File: config.mk
export PLATFORM = sky130hd
export DESIGN_NAME = tail_aligner
export DESIGN_NICKNAME = d
export VERILOG_FILES = /design/src/rtl/tail_aligner.sv
export SDC_FILE = /design/constraint.sdc
export NUM_CORES = 1
export LEC_CHECK = 0
export ABC_AREA = 0
export CAP_MARGIN = 20
export CORE_ASPECT_RATIO = 0.6
export CORE_MARGIN = 1
export CORE_UTILIZATION = 61
export CTS_CLUSTER_SIZE = 14
export DETAILED_ROUTE_END_ITERATION = 10
export GPL_TIMING_DRIVEN = 0
export HOLD_SLACK_MARGIN = 0.06
export PLACE_DENSITY = 0.83
export SKIP_CTS_REPAIR_TIMING = 1
export SLEW_MARGIN = 25
export SYNTH_ARGS = -nofsm -noshare
export SYNTH_HDL_FRONTEND = slang
export SYNTH_SLANG_ARGS = --single-unit
File: constraint.sdc
create_clock -name clk -period 5 [get_ports clk]
set_input_delay 0.75 -clock clk [delete_from_list [all_inputs] [get_ports clk]]
set_output_delay 0.75 -clock clk [all_outputs]
set_load 0.03 [all_outputs]
File: src/rtl/tail_aligner.sv
// Variable-length instruction aligner: buffers fetch words in a 2N-parcel ring
// and emits one instruction per handshake, with its length decoded externally.
module tail_aligner #(
  parameter int W    = 4,
  parameter int N    = 16,
  parameter int LMAX = 7,
  parameter int LW   = 3
) (
  input  logic                        clk,
  input  logic                        rst,
  input  logic                        flush,
  input  logic [$clog2(N)-1:0]        flush_off,
  input  logic [W*N-1:0]              in_word,
  input  logic                        in_valid,
  output logic                        in_ready,
  output logic [W-1:0]                hd_par,
  input  logic [LW-1:0]               hd_len,
  output logic [W*LMAX-1:0]           out_ins,
  output logic [LW-1:0]               out_len,
  output logic                        out_valid,
  input  logic                        out_ready,
  output logic [$clog2(2*N):0]        level
);

  localparam int PW = $clog2(N);
  localparam int AW = $clog2(2*N);
  localparam int CW = AW + 1;

  logic [AW-1:0] rd_q, rd_d;
  logic [CW-1:0] cnt_q, cnt_d;
  logic [PW-1:0] skip_q, skip_d;
  logic [W-1:0]  buf_q [2*N];
  logic [W-1:0]  buf_d [2*N];
  logic [W-1:0]  in_par [N];
  logic [LW-1:0] len_eff;
  logic [AW-1:0] wr;
  logic          acc;
  logic          emit;

  always_comb begin
    len_eff = hd_len;
    if (hd_len == '0)
      len_eff = LW'(1);
    else if (hd_len > LW'(LMAX))
      len_eff = LW'(LMAX);
  end

  assign in_ready  = !flush && (cnt_q <= CW'(N));
  assign out_valid = !flush && (cnt_q >= CW'(len_eff));
  assign out_len   = len_eff;
  assign level     = cnt_q;
  assign hd_par    = buf_q[rd_q];
  assign acc       = in_valid && in_ready;
  assign emit      = out_valid && out_ready;
  assign wr        = rd_q + cnt_q[AW-1:0];

  for (genvar gi = 0; gi < N; gi++) begin : g_unpack
    assign in_par[gi] = in_word[gi*W +: W];
  end

  for (genvar gi = 0; gi < LMAX; gi++) begin : g_out
    logic [AW-1:0] pos;
    assign pos = rd_q + AW'(gi);
    assign out_ins[gi*W +: W] = (LW'(gi) < len_eff) ? buf_q[pos] : '0;
  end

  // Each ring slot decides whether it lies in the free window receiving the
  // incoming word; cnt <= N guarantees the window never reaches live data.
  for (genvar gi = 0; gi < 2*N; gi++) begin : g_wr
    logic [AW-1:0] off;
    logic [PW-1:0] src;
    logic          we;
    assign off = AW'(gi) - wr;
    assign src = off[PW-1:0] + skip_q;
    assign we  = acc && (CW'(off) < (CW'(N) - CW'(skip_q)));
    always_comb begin
      buf_d[gi] = buf_q[gi];
      if (we)
        buf_d[gi] = in_par[src];
    end
  end

  always_ff @(posedge clk) begin
    buf_q <= buf_d;
  end

  always_comb begin
    rd_d   = rd_q;
    cnt_d  = cnt_q;
    skip_d = skip_q;
    if (flush) begin
      cnt_d  = '0;
      skip_d = flush_off;
    end else begin
      if (acc) begin
        cnt_d  = cnt_d + (CW'(N) - CW'(skip_q));
        skip_d = '0;
      end
      if (emit) begin
        cnt_d = cnt_d - CW'(len_eff);
        rd_d  = rd_q + AW'(len_eff);
      end
    end
  end

  always_ff @(posedge clk or posedge rst) begin
    if (rst) begin
      rd_q   <= '0;
      cnt_q  <= '0;
      skip_q <= '0;
    end else begin
      rd_q   <= rd_d;
      cnt_q  <= cnt_d;
      skip_q <= skip_d;
    end
  end

endmodule
==> impl_metrics.ini, run 1 <==
[run_status]
status = completed

[critical_path]
cp_slowest_cell = mux4_2
crit_required_ns = 4.25
crit_path_end_kind = output port
critical_path_class = reg2out
crit_path_start_kind = flop
critPathMaxFanout = 10
critPathTopFamily = buffers and inverters
path_cells = clkbuf_4 > buf_8 > buf_8 > buf_6 > inv_1 > ha_1 > buf_8 > buf_6 > clkbuf_4 > mux4_2 > mux4_2 > a22o_1 > dlymetal6s2s_1
path_buf_inv = 9
arrival_ns = 4.20
slowest_delay_ns = 0.49
crit_path_frequent_cell = buf_8

[clock_tree]
cts_made_buffers = 17
cts_tree = built
cts_htree_levels = 4
clkTransAtPathRegs_ns = 0.08
clk_path_buf_depth = 2
clock_sinks = 143
insertion_delay_ns = 0.44
clockRootBuffer = clkbuf_16

[synthesis]
synth_top_area_cell = mux4_2
syn_nets = 1310
synth.distinct_cells = 48
yosys_most_used_dff = edfxtp_1
synthCells = 1117
netlist_top_cells_count = 236 x mux4_2, 135 x mux2i_1, 128 x edfxtp_1
syn_area_per_cell_um2 = 14.00
synthTopCellsByArea = mux4_2 34%, edfxtp_1 25%, ha_1 8.6%, mux2i_1 8.6%, dfrtp_1 2.4%
synth-seq-area-share_pct = 26.98
synth_warnings = 0
synth_seq_cells = 143
synth_edf_count = 128
synth_area_um2 = 15640
synthArstFlopShare_pct = 10.49
yosysMostFrequentCell = mux4_2
yosysTopAreaCellShare_pct = 33.99

[floorplan]
die_w_um = 208.7
dieArea_um2 = 26300
io_pins = 119
rows = 44
core-area_um2 = 24660
fp.dieH_um = 126.0
start_util_pct = 63.40

[detailed_routing]
ant_nets = 0
drt_pass1_iterations = 6
drtIter0Drc = 1829
drc = 0
vias_per_cell = 7.866
routed-via-count = 12510
wl_per_cell_um = 34.70
postRouteWirelength_mm = 55.18

[layout]
num_antenna_cells = 0
fin_util_pct = 73.36
nets = 1448
syn_to_final_growth_pct = 15.71
multi_input_area_um2 = 10960
fillers = 1638
final_layout_size_suffix_gt1_share_pct = 28.00
final-seq-area_um2 = 4222

[sta]
layout_setup_ws_ns = 0.04897
hold_viol = 0
tightest_slew_ns = 1.174
max_slew_margin_pct = 21.23
setup_viol = 0
drv_slew = 0
clock_skew_ns = 0.01602
period_needed_ns = 4.951
fmax_mhz = 202.0
post-route-period-util_pct = 99.02

[min_path]
hold_class = in2async

[global_route]
grtUsageTotal_pct = 43.29
grt_pass1_vias = 12120
grt_max_degree = 34
grt_pass1_wl_mm = 80.51
antenna_found_initial = 0
grt_overflow = 0

[place]
port_buffers = 118
place_hpwl_mm = 44.69
post-place-ws_ns = -1.574
gp_congestion = 1.033

[job]
maxCapViolations = 0
logic make-up after synthesis:
| family | after synthesis | synth area share, % |
|---|---|---|
| XOR/XNOR | 81 | 5.833 |
| flip-flops | 143 | 26.98 |
| AND/OR/NAND/NOR | 112 | 3.153 |
| multiplexers | 385 | 44.02 |
| adder cells (fa/ha/maj) | 117 | 9.794 |
| buffers and inverters | 132 | 3.657 |
| AO/OA/AOI/OAI | 147 | 6.561 |
worst reg2reg max path, delay by kind of cell (launching register included):
kind / cells / cell delay (ns)
compound gates: 1 / 0.29
xor+xnor: 3 / 0.92
fa+ha+maj: 4 / 1.81
buf+inv: 3 / 0.60
flops: 1 / 0.50
mux: 1 / 0.44
layout by cell type, fill, tap and decap left out, drive strengths merged, types with 7 or more instances in the layout:
cell and instances:
a211oi 32, a21o 34, a21oi 26, a22o 16, buf 49, clkbuf 41
clkdlybuf4s50 106, clkinv 7, dfrtp 15, dlymetal6s2s 12, edfxtp 128, fa 9
ha 108, inv 66, mux2 10, mux2i 135, mux4 240, nand2 55
nand3 11, nor2 26, o21ai 19, xnor2 52, xor2 29
cell type report:
type,count,share of cell area [%]
timing repair buffer,120,6.846
clock inverter,15,1.058
buffer,71,2.393
multi-input combinational,842,60.55
inverter,60,1.245
clock buffer,17,2.351
sequential,143,23.33
tap,322,2.227
state kept, by name (all words and copies together) (netlist names):
signal,count
skip_q,4
buf_q,128
rd_q,5
level,6
routing by layer:
| layer | wire (µm) | share of wire (%) | GRT usage [%] | up-vias |
|---|---|---|---|---|
| met2 | 23180 | 42 | 62.06 | 1279 |
| met1 | 20060 | 36 | 59.83 | 6192 |
| met3 | 10270 | 19 | 20.22 | 163 |
| met4 | 1482 | 2.7 | 10.16 | 4 |
| li1 | - | - | - | 4869 |
| met5 | 197 | 0.36 | 3.085 | - |
through the flow:
step                cells  hold WS (ns)  setup TNS [ns]  instance area [µm²]
floorplan            1117        0.5741               0                15640
global placement     1557        0.6711          -20.31                17220
detailed placement   1557        0.6889          -19.35                17270
CTS                  1589        0.7013          -30.14                17890
global route         1590        0.7367       -0.004986                18090
finish               1590        0.6864               0                18090
worst paths after layout:
| path | startpoint | endpoint | slack, ns | cells past startpoint |
|---|---|---|---|---|
| min reg2reg | skip_q[0] | skip_q[0] | 0.72 | 2 |
| min in group clk | skip_q[0] | skip_q[0] | 0.72 | 2 |
| max reg2reg | level[0] | buf_q[94] | 0.17 | 12 |
| min | rst | rd_q[4] | 0.69 | 2 |
| max | rd_q[0] | out_ins[15] | 0.05 | 13 |
| max in group asynchronous | rst | rd_q[0] | 3.88 | 2 |
Power of run 1 is not shown: default switching activity piles up to over one toggle a cycle in this logic, so the estimate is an artifact.
==> run 2, diff against run 1 <==
--- a/config.mk
+++ b/config.mk
@@ -14,6 +14,7 @@
 export DETAILED_ROUTE_END_ITERATION = 10
 export GPL_TIMING_DRIVEN = 0
 export HOLD_SLACK_MARGIN = 0.06
+export MAX_ROUTING_LAYER = met4
 export PLACE_DENSITY = 0.83
 export SKIP_CTS_REPAIR_TIMING = 1
 export SLEW_MARGIN = 25
==> impl_metrics.ini, run 2 (synthesis gave the netlist of run 1 again) <==
[floorplan]
rows = 44
io_pins = 119
fp.dieH_um = 126.0
dieArea_um2 = 26300
core-area_um2 = 24660
start_util_pct = 63.40
die_w_um = 208.7

[detailed_routing]
drc = 0
drt_pass1_iterations = 6
drtIter0Drc = 1850
postRouteWirelength_mm = 54.76
wl_per_cell_um = 34.27
routed-via-count = 12360
ant_nets = 0
vias_per_cell = 7.737

[clock_tree]
insertion_delay_ns = 0.43
clk_path_buf_depth = 2
clockRootBuffer = clkbuf_16
cts_made_buffers = 17
cts_htree_levels = 4
clock_sinks = 143
clkTransAtPathRegs_ns = 0.07
cts_tree = built

[layout]
multi_input_area_um2 = 10960
largest_register_ffs = 128
top_register = buf_q
final_layout_size_suffix_gt1_share_pct = 28.30
syn_to_final_growth_pct = 15.73
final_cells = 1598
mostFrequentLayoutCells = 236 x mux4_2, 134 x mux2i_1, 128 x edfxtp_1
mostFrequentLayoutCell = mux4_2
fillers = 1621
final-seq-area_um2 = 4222
nets = 1452
fin_util_pct = 73.38

[sta]
max_slew_margin_pct = 18.74
clock_skew_ns = 0.01463
hold_ws_ns = 0.6807
layout_setup_ws_ns = 0.06708
period_needed_ns = 4.933
setup_viol = 0
post-route-period-util_pct = 98.66
rsz0062_at_grt = false
hold_viol = 0
fmax_mhz = 202.7
tightest_slew_ns = 1.212
drv_slew = 0

[job]
maxCapViolations = 0

[global_route]
grt_pass1_vias = 12270
grtUsageTotal_pct = 44.48
grt_use_met1_pct = 57.77
busiest_layer = met2
antenna_found_initial = 2
grt_overflow = 0
grt_pass1_wl_mm = 80.71
grt_util_met2_pct = 60.16
met3_usage_pct = 24.51
grt_max_degree = 34

[critical_path]
crit_path_start_kind = flop
critical_path_class = reg2out
crit_path_end_kind = output port
arrival_ns = 4.18
path_cells = clkbuf_4 > buf_4 > buf_4 > inv_1 > ha_1 > buf_6 > buf_6 > clkbuf_4 > mux4_2 > mux4_2 > a22o_1 > dlymetal6s2s_1
cp_slowest_cell = mux4_2
critPathMaxFanout = 10
crit_required_ns = 4.25
slowest_delay_ns = 0.50

[place]
place_hpwl_mm = 43.95
post-place-ws_ns = -1.299
port_buffers = 118
gp_congestion = 1.060
dp.cells = 1560

[run_status]
status = completed

[min_path]
hold_class = in2async
==> run 2: final timing paths <==
path | endpoint | start | depth (start not counted) | slack, ns
setup reg to reg | buf_q[116] | level[0] | 9 | 0.10
hold / removal | rd_q[4] | rst | 2 | 0.68
setup / recovery | out_ins[15] | rd_q[1] | 12 | 0.07
max in group asynchronous | rd_q[0] | rst | 2 | 3.89
hold reg to reg | skip_q[0] | skip_q[0] | 2 | 0.72
min in group clk | skip_q[0] | skip_q[0] | 2 | 0.72
==> run 2: area by class of cell <==
class	count	share of cell area [%]
inverters	60	1.244
repair buffers	124	6.962
well taps	322	2.226
multi-input cells	842	60.58
diodes	4	0.05531
clock buffers	17	2.351
plain buffers	71	2.309
flip-flops and latches	143	23.33
clock inverters	15	0.9403
==> run 2: critical path, delay by kind of cell (launching register included) <==
family | cells | cell delay, ns
multiplexers | 2 | 0.85
adder cells (fa/ha/maj) | 1 | 0.33
flip-flops | 1 | 0.44
AO/OA/AOI/OAI | 1 | 0.25
buffers and inverters | 8 | 1.84
==> run 2: stage by stage <==
stage | TNS, ns | instance area (µm²)
after floorplan | 0 | 15640
after global placement | -16.07 | 17220
after detailed placement | -15.13 | 17310
after CTS | -25.74 | 17900
after global routing | 0 | 18100
final | 0 | 18100
==> run 2: layer usage <==
layer / vias up / share of wire (%)
li1: 4888 / -
met4: 0 / 3.0
met2: 1163 / 41
met1: 6145 / 37
met3: 167 / 19
met5: - / 0
Power of run 2 is left out for the same reason.
==> run 3, diff against run 2 <==
--- a/config.mk
+++ b/config.mk
@@ -8,7 +8,6 @@
 export ABC_AREA = 0
 export CAP_MARGIN = 20
 export CORE_ASPECT_RATIO = 0.6
-export CORE_MARGIN = 1
 export CORE_UTILIZATION = 61
 export CTS_CLUSTER_SIZE = 14
 export DETAILED_ROUTE_END_ITERATION = 10
==> results of run 3 <==
No change in the layout: final DEF, timing and power equal those of run 2.
Power of run 3 is left out for the same reason.
